### config.mk
export PLATFORM = sky130hd
export DESIGN_NAME = stripes_bit_serializer
export DESIGN_NICKNAME = d
export VERILOG_FILES = /design/src/rtl/stripes_bit_serializer.sv
export SDC_FILE = /design/constraint.sdc
export NUM_CORES = 1
export LEC_CHECK = 0
export CAP_MARGIN = 30
export CORE_MARGIN = 2
export CORE_UTILIZATION = 25
export CTS_CLUSTER_SIZE = 14
export DETAILED_ROUTE_END_ITERATION = 10
export MAX_ROUTING_LAYER = met4
export PLACE_DENSITY = 0.47
export SYNTH_ARGS = -nofsm -noshare
export SYNTH_HDL_FRONTEND = slang
export SYNTH_SLANG_ARGS = --single-unit
### constraint.sdc
create_clock -name clk -period 13.5 [get_ports clk]
set_input_delay 2.025 -clock clk [delete_from_list [all_inputs] [get_ports clk]]
set_output_delay 2.025 -clock clk [all_outputs]
set_load 0.01 [all_outputs]
### src/rtl/stripes_bit_serializer.sv
// -----------------------------------------------------------------------------
// stripes_bit_serializer
//
// Front-end sequencer for a Stripes-style bit-serial MAC. It accepts one job
// per valid/ready handshake: an activation vector, a signed weight vector, an
// accumulator seed and a chain flag. It then streams the weights MSB-first,
// one bit column per cycle. Each column is presented with its shift index,
// the sign-column flag, the MAC enable and the accumulator-load control.
// result_valid marks the cycle in which the downstream accumulator holds a
// finished dot product.
//
// Ports
//   clk            in   clock, rising edge
//   reset          in   asynchronous, active-high; clears all state
//   in_valid       in   job offered
//   in_ready       out  job can be accepted this cycle
//   in_act         in   DATA_WIDTH x VEC_LENGTH signed activations (lane j at [j*DW +: DW])
//   in_w           in   DATA_WIDTH x VEC_LENGTH signed weights     (lane j at [j*DW +: DW])
//   in_accum_init  in   accumulator seed
//   in_chain       in   1 = continue on previous accumulator, seed ignored
//   act            out  activations of the active job
//   w_bit          out  current weight bit per lane
//   column_idx     out  bit position of the current column
//   is_msb         out  current column is the sign column
//   en             out  MAC advance
//   load_accum     out  MAC takes accum_prev instead of its feedback
//   accum_prev     out  registered seed of the active job
//   result_valid   out  one-cycle pulse: MAC accumulator holds a completed job
// -----------------------------------------------------------------------------
module stripes_bit_serializer #(
    parameter int DATA_WIDTH = 8,
    parameter int VEC_LENGTH = 16,
    parameter int ACC_WIDTH  = DATA_WIDTH + 16
) (
    input  logic                             clk,
    input  logic                             reset,
    input  logic                             in_valid,
    output logic                             in_ready,
    input  logic [DATA_WIDTH*VEC_LENGTH-1:0] in_act,
    input  logic [DATA_WIDTH*VEC_LENGTH-1:0] in_w,
    input  logic [ACC_WIDTH-1:0]             in_accum_init,
    input  logic                             in_chain,
    output logic [DATA_WIDTH*VEC_LENGTH-1:0] act,
    output logic [VEC_LENGTH-1:0]            w_bit,
    output logic [$clog2(DATA_WIDTH)-1:0]    column_idx,
    output logic                             is_msb,
    output logic                             en,
    output logic                             load_accum,
    output logic [ACC_WIDTH-1:0]             accum_prev,
    output logic                             result_valid
);

    localparam int CW = $clog2(DATA_WIDTH);
    localparam int VW = DATA_WIDTH * VEC_LENGTH;

    // Column indices of the sign column and of the column after it; the seed
    // is loaded in the latter because the MAC adds each partial sum one cycle
    // after the column is issued.
    localparam logic [CW-1:0] C_MSB  = CW'(DATA_WIDTH - 1);
    localparam logic [CW-1:0] C_SEED = CW'(DATA_WIDTH - 2);

    typedef enum logic [1:0] {
        S_IDLE,
        S_RUN,
        S_DRAIN
    } state_e;

    // FSM and column counter
    state_e               state_q, state_d;
    logic [CW-1:0]        c_q, c_d;

    // Job register
    logic [VW-1:0]        job_act_q, job_act_d;
    logic [VW-1:0]        job_w_q, job_w_d;
    logic [ACC_WIDTH-1:0] job_seed_q, job_seed_d;
    logic                 job_chain_q, job_chain_d;

    // Marks the cycle that adds the last partial sum of a job into the MAC
    logic                 complete_q, complete_d;

    // Registered column outputs
    logic [VEC_LENGTH-1:0] w_bit_q, w_bit_d;
    logic [CW-1:0]         column_idx_q, column_idx_d;
    logic                  is_msb_q, is_msb_d;
    logic                  en_q, en_d;
    logic                  load_accum_q, load_accum_d;
    logic                  result_valid_q, result_valid_d;

    logic                  accept;

    // Ready decodes from registered state only: never mid-job, except on the
    // last column so back-to-back jobs run without a bubble.
    assign in_ready = (state_q != S_RUN) || (c_q == '0);
    assign accept   = in_valid && in_ready;

    // -------------------------------------------------------------------------
    // Next-state logic
    // -------------------------------------------------------------------------
    always_comb begin
        state_d     = state_q;
        c_d         = c_q;
        job_act_d   = job_act_q;
        job_w_d     = job_w_q;
        job_seed_d  = job_seed_q;
        job_chain_d = job_chain_q;
        complete_d  = 1'b0;

        unique case (state_q)
            S_IDLE: begin
                if (accept) begin
                    state_d = S_RUN;
                    c_d     = C_MSB;
                end
            end
            S_RUN: begin
                if (c_q == '0) begin
                    // The following en cycle adds this column's partial sum,
                    // whether it is a DRAIN or the next job's first column.
                    complete_d = 1'b1;
                    if (accept) begin
                        state_d = S_RUN;
                        c_d     = C_MSB;
                    end else begin
                        state_d = S_DRAIN;
                        c_d     = '0;
                    end
                end else begin
                    c_d = c_q - 1'b1;
                end
            end
            S_DRAIN: begin
                if (accept) begin
                    state_d = S_RUN;
                    c_d     = C_MSB;
                end else begin
                    state_d = S_IDLE;
                    c_d     = '0;
                end
            end
            default: begin
                state_d = S_IDLE;
                c_d     = '0;
            end
        endcase

        if (accept) begin
            job_act_d   = in_act;
            job_w_d     = in_w;
            job_seed_d  = in_accum_init;
            job_chain_d = in_chain;
        end
    end

    // -------------------------------------------------------------------------
    // Output decode from the next state, so every output is a flop
    // -------------------------------------------------------------------------
    always_comb begin
        w_bit_d        = '0;
        column_idx_d   = '0;
        is_msb_d       = 1'b0;
        load_accum_d   = 1'b0;
        en_d           = (state_d != S_IDLE);
        result_valid_d = complete_q;

        if (state_d == S_RUN) begin
            column_idx_d = c_d;
            is_msb_d     = (c_d == C_MSB);
            load_accum_d = (c_d == C_SEED) && !job_chain_d;
            for (int unsigned j = 0; j < VEC_LENGTH; j++) begin
                w_bit_d[j] = job_w_d[j*DATA_WIDTH + c_d];
            end
        end
    end

    // -------------------------------------------------------------------------
    // State registers
    // -------------------------------------------------------------------------
    always_ff @(posedge clk or posedge reset) begin
        if (reset) begin
            state_q        <= S_IDLE;
            c_q            <= '0;
            job_act_q      <= '0;
            job_w_q        <= '0;
            job_seed_q     <= '0;
            job_chain_q    <= 1'b0;
            complete_q     <= 1'b0;
            w_bit_q        <= '0;
            column_idx_q   <= '0;
            is_msb_q       <= 1'b0;
            en_q           <= 1'b0;
            load_accum_q   <= 1'b0;
            result_valid_q <= 1'b0;
        end else begin
            state_q        <= state_d;
            c_q            <= c_d;
            job_act_q      <= job_act_d;
            job_w_q        <= job_w_d;
            job_seed_q     <= job_seed_d;
            job_chain_q    <= job_chain_d;
            complete_q     <= complete_d;
            w_bit_q        <= w_bit_d;
            column_idx_q   <= column_idx_d;
            is_msb_q       <= is_msb_d;
            en_q           <= en_d;
            load_accum_q   <= load_accum_d;
            result_valid_q <= result_valid_d;
        end
    end

    assign act          = job_act_q;
    assign accum_prev   = job_seed_q;
    assign w_bit        = w_bit_q;
    assign column_idx   = column_idx_q;
    assign is_msb       = is_msb_q;
    assign en           = en_q;
    assign load_accum   = load_accum_q;
    assign result_valid = result_valid_q;

endmodule

==> impl_results.md, run 1 <==
- I/O Pins: 460
- Sink Count: 310
- # hold bufs at CTS: 0
- Multi-input logic area: 5060 µm²
- Min cycle time layout: 4.92 ns
- # port buffers: 459
- TritonCTS clock tree: done
- Clock buffer depth: 3
- Cts bufs inserted: 41
- DIE AREA: 54600 µm²
- Slew HR: 37.6%
- GRT Total Usage: 16.4%
- Wire length per cell: 17.4 µm
- GR Overflow Total: 0
- Pwr Density: 254 nW/µm²
- Sequential area share after synthesis: 58.8%
- Final setup fails: 0
- Crit share post-route: 36.4%
- Pre-antenna DRT Iters: 4
- Outcome: finished clean
- Vias per cell: 4.23
- Mapped Cells: 1352
- Num rows: 84
- Critical path type: primary input to flip-flop
- Vias: 10700
- First-pass GRT wire length: 66.1 mm
- RSZ-0062 raised after global routing: no
- Worst-path clk slew: 0.06 ns
- Total Power: 5.10 mW
- Initial antenna violation count: 16
- Post-synthesis cell area: 13200 µm²
- HPWL after DPL: 30.9 mm
- # DRC: 0
- Clock Skews: 0.0129 ns
- Routed WL: 44.0 mm
- Delay-heaviest family, CP: buffers and inverters
- Peak VDD IR: 113 µV
- Total of max-cap violations: 0
- Critical path fanouts, max: 75
- Commonest non-fill, non-tap cells in the layout: 769 x nand2_1, 459 x clkdlybuf4s50_1, 310 x dfrtp_1
- Arrival time of the worst setup path: 5.34 ns
- Final Max Slew Viols: 0
- #FFs+latches synth: 310
- Placer Congestion: 0.753
- Syn nets: 1638
- Fin. Hold Viols: 0
- Layout cells sized above 1: 9.81%
- Final #Nets: 2080
- Largest net degree at the start of global routing: 123
- Clock latency on the worst-skew pair: 0.55 ns
- Distinct cells, synth: 32
- Vias in the first global route: 10800
- Setup bufs post-CTS: 0
- Required @ worst endpoint: 13.92 ns
- Register area: 7760 µm²
- Yosys warnings: 0
- Initial DRC Count: 501
- Die Wd: 234 µm
- Mean Syn Cell Area: 9.75 µm²
- Pin slew with the least headroom to its limit: 0.936 ns
- H-Tree Depth: 2
- Setup TNS: 0 ns
- Core footprint: 52300 µm²
- Crit-path cells: clkdlybuf4s50_1, a21boi_4, buf_4, buf_4, mux2_2, mux2_2, a22oi_1, nand3_1
- Syn-to-layout area delta: 52.0%
- Commonest non-fill, non-tap cell in the layout: nand2_1
- Die Ht: 234 µm
- Crit end category: flip-flop
- # fillers: 5179
- Initial Util: 25.2%
- Slowest-stage cell, CP: buf_4
- Critical Path Source Type: primary input
- Gates resized, CTS repair: 0
- Min-Delay Path Class: flip-flop to flip-flop
- CP bufs+invs: 3
- Routed Antenna Nets: 0
- CP max stage delay: 0.72 ns
- Fmax: 0.203 GHz
- Root Buffer: clkbuf_16
- Leak: 9.38 nW
==> layout make-up <==
class,instances,area share (%)
Sequential cell,310,38.7
Multi-Input combinational cell,958,25.2
Timing Repair Buffer,478,24.1
Clock buffer,57,6.03
Tap cell,688,4.30
Clock inverter,16,1.31
Antenna cell,16,0.200
Inverter,5,0.131
==> cell usage after synthesis <==
| library cell | n | share of area [%] |
|---|---|---|
| a21bo_1 | 1 | 0.076 |
| nor3b_1 | 1 | 0.057 |
| nor3_1 | 3 | 0.11 |
| dfrtp_1 | 310 | 59 |
| o21ai_2 | 1 | 0.066 |
| o21ai_0 | 2 | 0.076 |
| a22oi_1 | 16 | 0.91 |
| mux2_2 | 39 | 3.3 |
| buf_2 | 30 | 1.1 |
| nand2_1 | 769 | 22 |
| o21bai_1 | 1 | 0.057 |
| nand2b_4 | 1 | 0.10 |
| nand3b_1 | 1 | 0.057 |
| nand2b_1 | 26 | 1.2 |
| a21boi_1 | 1 | 0.057 |
| clkbuf_1 | 42 | 1.2 |
| mux4_2 | 45 | 7.7 |
| nor2_1 | 4 | 0.11 |
| mux2i_1 | 2 | 0.15 |
| o211ai_1 | 9 | 0.51 |
| a21oi_1 | 7 | 0.27 |
| buf_8 | 1 | 0.11 |
| ha_1 | 2 | 0.19 |
| o21ai_1 | 2 | 0.076 |
| nand3_1 | 15 | 0.57 |
| and2_1 | 4 | 0.19 |
| nor2b_1 | 4 | 0.19 |
| o22ai_1 | 1 | 0.047 |
| a21boi_2 | 1 | 0.085 |
| buf_4 | 2 | 0.11 |
| inv_1 | 5 | 0.14 |
| buf_6 | 4 | 0.34 |
==> flip-flops by register name (all words and copies together), names as in the netlist <==
| register | count |
|---|---|
| column_idx | 3 |
| en | 1 |
| job_chain_q | 1 |
| job_w_q | 128 |
| state_q | 2 |
| accum_prev | 24 |
| c_q | 3 |
| result_valid | 1 |
| w_bit | 16 |
| is_msb | 1 |
| complete_q | 1 |
| load_accum | 1 |
| act | 128 |
==> layer usage <==
| metal | wire [µm] | GRT usage (%) | up-vias | part of all wire (%) |
|---|---|---|---|---|
| met3 | 3460 | 5.52 | 60 | 7.9 |
| li1 | - | - | 5218 | - |
| met5 | 0 | - | - | 0 |
| met4 | 1010 | 4.85 | 0 | 2.3 |
| met1 | 18400 | 19.8 | 5137 | 42 |
| met2 | 21200 | 25.8 | 287 | 48 |
==> logic make-up (layout without fill, tap and decap cells) <==
logic type	after synthesis	count (layout)	synth area share, %
other	0	16	0
adder cells (fa/ha/maj)	2	2	0.190
buffers and inverters	84	556	3.05
AND/OR/NAND/NOR	828	828	24.5
AO/OA/AOI/OAI	42	42	2.23
multiplexers	86	86	11.2
flip-flops	310	310	58.8
==> final timing paths <==
| kind | slack (ns) | endpoint | from | depth (start not counted) |
|---|---|---|---|---|
| min in group asynchronous | 2.07 | job_w_q[119] | reset | 2 |
| min | 0.35 | result_valid | complete_q | 0 |
| max reg2reg | 9.86 | w_bit[4] | state_q[0] | 8 |
| min reg2reg | 0.35 | result_valid | complete_q | 0 |
| max in group asynchronous | 10.01 | job_w_q[23] | reset | 3 |
| max | 8.58 | w_bit[8] | in_valid | 8 |
==> where the power goes <==
group	switching, mW	internal [mW]
clock	0.424	0.757
sequential	0.201	1.38
combinational	1.20	1.14
==> stage by stage <==
step | worst slack (ns) | hold slack, ns | std cells | cell area, µm² | util (%)
after floorplan | 2.90 | 0.331 | 1352 | 13200 | -
after global placement | 7.83 | 0.338 | 2434 | 18400 | 35.2
after detailed placement | 7.81 | 0.340 | 2437 | 18500 | 35.3
after CTS | 8.40 | 0.351 | 2510 | 19900 | 38.1
after global routing | 8.38 | 0.367 | 2528 | 20000 | 38.3
final | 8.58 | 0.353 | 2528 | 20000 | 38.3
==> worst register-to-register path: cells and delay by family, from the launching register on <==
family	cells	cell delay [ns]
buf+inv	3	1.29
mux	1	0.63
flops	1	0.56
simple gates	2	0.54
compound gates	2	0.48
(Power assumes the default switching activity.)
==> run 2: changes to the inputs <==
--- a/config.mk
+++ b/config.mk
@@ -11,7 +11,7 @@
 export CTS_CLUSTER_SIZE = 14
 export DETAILED_ROUTE_END_ITERATION = 10
 export MAX_ROUTING_LAYER = met4
-export PLACE_DENSITY = 0.47
+export PLACE_DENSITY = 0.49
 export SYNTH_ARGS = -nofsm -noshare
 export SYNTH_HDL_FRONTEND = slang
 export SYNTH_SLANG_ARGS = --single-unit
==> constraint.sdc (replaced) <==
create_clock -name clk -period 4.5 [get_ports clk]
set_input_delay 0.675 -clock clk [delete_from_list [all_inputs] [get_ports clk]]
set_output_delay 0.675 -clock clk [all_outputs]
set_load 0.01 [all_outputs]
==> run 2 against run 1 <==
Effect of this change:
- die area stayed put
- sequential share of layout area is 0.14 points higher
- clock skew is 0.015 ns higher
- via count is 0.69% higher
- wire length is 1.5% lower
- first-iteration DRC count is 5.0% lower
- global-route usage is 0.30 points lower
- combinational power grew to 3.0 times the previous value
- clock power grew to 2.8 times the previous value
- power grew to 3.0 times the previous value
- worst hold slack better by 0.0044 ns
==> impl_results.md, run 2 (synthesis gave the netlist of run 1 again) <==
- Sw power: 5.44 mW (was 1.82 mW)
- Placed insts: 2440 (was 2437)
- Peak VDD IR: 455 µV (was 113 µV)
- Die Wd: 234 µm (unchanged)
- Final setup fails: 0 (unchanged)
- Num rows: 84 (unchanged)
- Total of max-cap violations: 0 (unchanged)
- Pin slew with the least headroom to its limit: 0.972 ns (was 0.936 ns)
- Clock latency on the worst-skew pair: 0.55 ns (about the same)
- R2R cell count: 9 (was 8)
- Vias in the first global route: 10800 (about the same)
- DIE AREA: 54600 µm² (unchanged)
- Routed WL: 43.3 mm (was 44.0 mm)
- Crit share post-route: 66.1%
- Wire length per cell: 17.2 µm (was 17.4 µm)
- Initial DRC Count: 476 (was 501)
- Vias: 10800 (was 10700)
- Sw frac: 36.0% (was 35.8%)
- Hold Path Depth: 0 (unchanged)
- Setup bufs post-CTS: 0 (unchanged)
- Initial antenna violation count: 8 (was 16)
- Internal power: 9.65 mW (was 3.28 mW)
- HPWL after DPL: 30.8 mm (was 30.9 mm)
- Total Power: 15.1 mW (was 5.10 mW)
- TritonCTS clock tree: done (unchanged)
- Setup TNS: 0 ns (unchanged)
- Root Buffer: clkbuf_16 (unchanged)
- First-pass GRT wire length: 65.0 mm (was 66.1 mm)
- # DRC: 0 (unchanged)
- Outcome: finished clean (unchanged)
- Slew HR: 34.9% (was 37.6%)
- Hold_ws: 0.357 ns (was 0.353 ns)
- Critical Path Source Type: flip-flop (was primary input)
- Power share of the combinational group: 46.4% (was 45.8%)
- Syn-to-layout area delta: 51.5% (was 52.0%)
- Fin. Hold Viols: 0 (unchanged)
- Clock Skews: 0.0280 ns (was 0.0129 ns)
- Vias per cell: 4.28 (was 4.23)
- Placer Congestion: 0.794 (was 0.753)
- GR Overflow Total: 0 (unchanged)
- H-Tree Depth: 2 (unchanged)
- RSZ-0062 raised after global routing: no (unchanged)
- # hold bufs at CTS: 0 (unchanged)
- Sequential power share: 31.7% (was 31.1%)
- Final #Nets: 2080 (unchanged)
- Routed Antenna Nets: 0 (unchanged)
- Worst-path clk slew: 0.05 ns (was 0.06 ns)
- Commonest non-fill, non-tap cells in the layout: 769 x nand2_1, 459 x clkdlybuf4s50_1, 310 x dfrtp_1 (unchanged)
- Leak: 9.34 nW (was 9.38 nW)
- Die Ht: 234 µm (unchanged)
- Clock power share: 22.0% (was 23.2%)
- Sink Count: 310 (unchanged)
- Arrival time of the worst setup path: 3.39 ns (was 5.34 ns)
- Core footprint: 52300 µm² (unchanged)
- Gates resized, CTS repair: 0 (unchanged)
- Clock buffer depth: 3 (unchanged)
- Post-Layout Cell Count: 2520 (was 2528)
- I/O Pins: 460 (unchanged)
- Critical path type: flip-flop to flip-flop (was primary input to flip-flop)
- Cts bufs inserted: 40 (was 41)
- Layout cells sized above 1: 9.70% (was 9.81%)
- Commonest non-fill, non-tap cell in the layout: nand2_1 (unchanged)
- GRT Total Usage: 16.0% (was 16.4%)
- # port buffers: 459 (unchanged)
- Initial Util: 25.2% (unchanged)
- Crit end category: flip-flop (unchanged)
- Pre-antenna DRT Iters: 4 (unchanged)
- Fmax: 0.336 GHz
- Final Max Slew Viols: 0 (unchanged)
- Critical path fanouts, max: 50 (was 75)
- Required @ worst endpoint: 4.91 ns (was 13.92 ns)
- Largest net degree at the start of global routing: 114 (was 123)
- Min cycle time layout: 2.97 ns
- Pwr Density: 756 nW/µm² (was 254 nW/µm²)
- Min-Delay Path Class: flip-flop to flip-flop (unchanged)
[run 2: changes by cell type in the layout (fill, tap and decap cells not counted), moves of 3 or more]
cell       previous run  this run
buf_4                14        10
diode_2              16         8
buf_12                0         7
bufinv_16             7         3
buf_16                4         1
clkbuf_8              8        11
[run 2: power by group through the flow]
stage	registers [mW]	clock network [mW]	logic, mW
2_1_floorplan	5.06	0	3.80
3_3_place_gp	4.79	0	6.95
3_5_place_dp	4.82	0	7.14
4_1_cts	4.79	3.44	7.17
5_1_grt	4.94	3.53	7.79
6_report	4.78	3.31	7.00
[run 2: layer usage]
metal,track usage (%),vias up,share of wire (%)
met5,-,-,0
li1,-,5197,-
met4,5.20,0,2.2
met2,24.9,294,47
met3,3.44,57,6.3
met1,20.9,5228,44
[run 2: final timing paths]
kind                            startpoint      endpoint  slack, ns
worst max-delay path                c_q[0]      w_bit[3]       1.53
worst min-delay path            complete_q  result_valid       0.36
worst max register to register      c_q[0]      w_bit[3]       1.53
worst min register to register  complete_q  result_valid       0.36
max in group asynchronous            reset       act[13]       2.87
min in group asynchronous            reset    state_q[1]       0.62
[run 2: critical path: stages (launching register included)]
cell	delay, ns
dfrtp_1	0.35
inv_1	0.07
ha_1	0.28
nand2b_4	0.17
a21oi_1	0.11
o21ai_4	0.76
buf_12	0.35
mux4_2	0.35
a22oi_1	0.20
nand3_1	0.11
[run 2: cell type report]
class / instances / area, µm²
fill: 5183 / 32400
sequential: 310 / 7760
multi-input combinational: 958 / 5060
timing repair buffer: 479 / 4870
clock buffer: 61 / 1230
tap: 688 / 861
clock inverter: 11 / 148
inverter: 5 / 22.5
antenna: 8 / 20.0
[run 2: per-stage QoR]
stage	area, µm²	utilization [%]	setup WS [ns]
after detailed placement	18600	35.5	1.28
after global placement	18500	35.4	1.24
after global routing	20000	38.2	1.33
after CTS	19900	38.1	1.46
final	20000	38.2	1.53
after floorplan	13200	-	-0.302
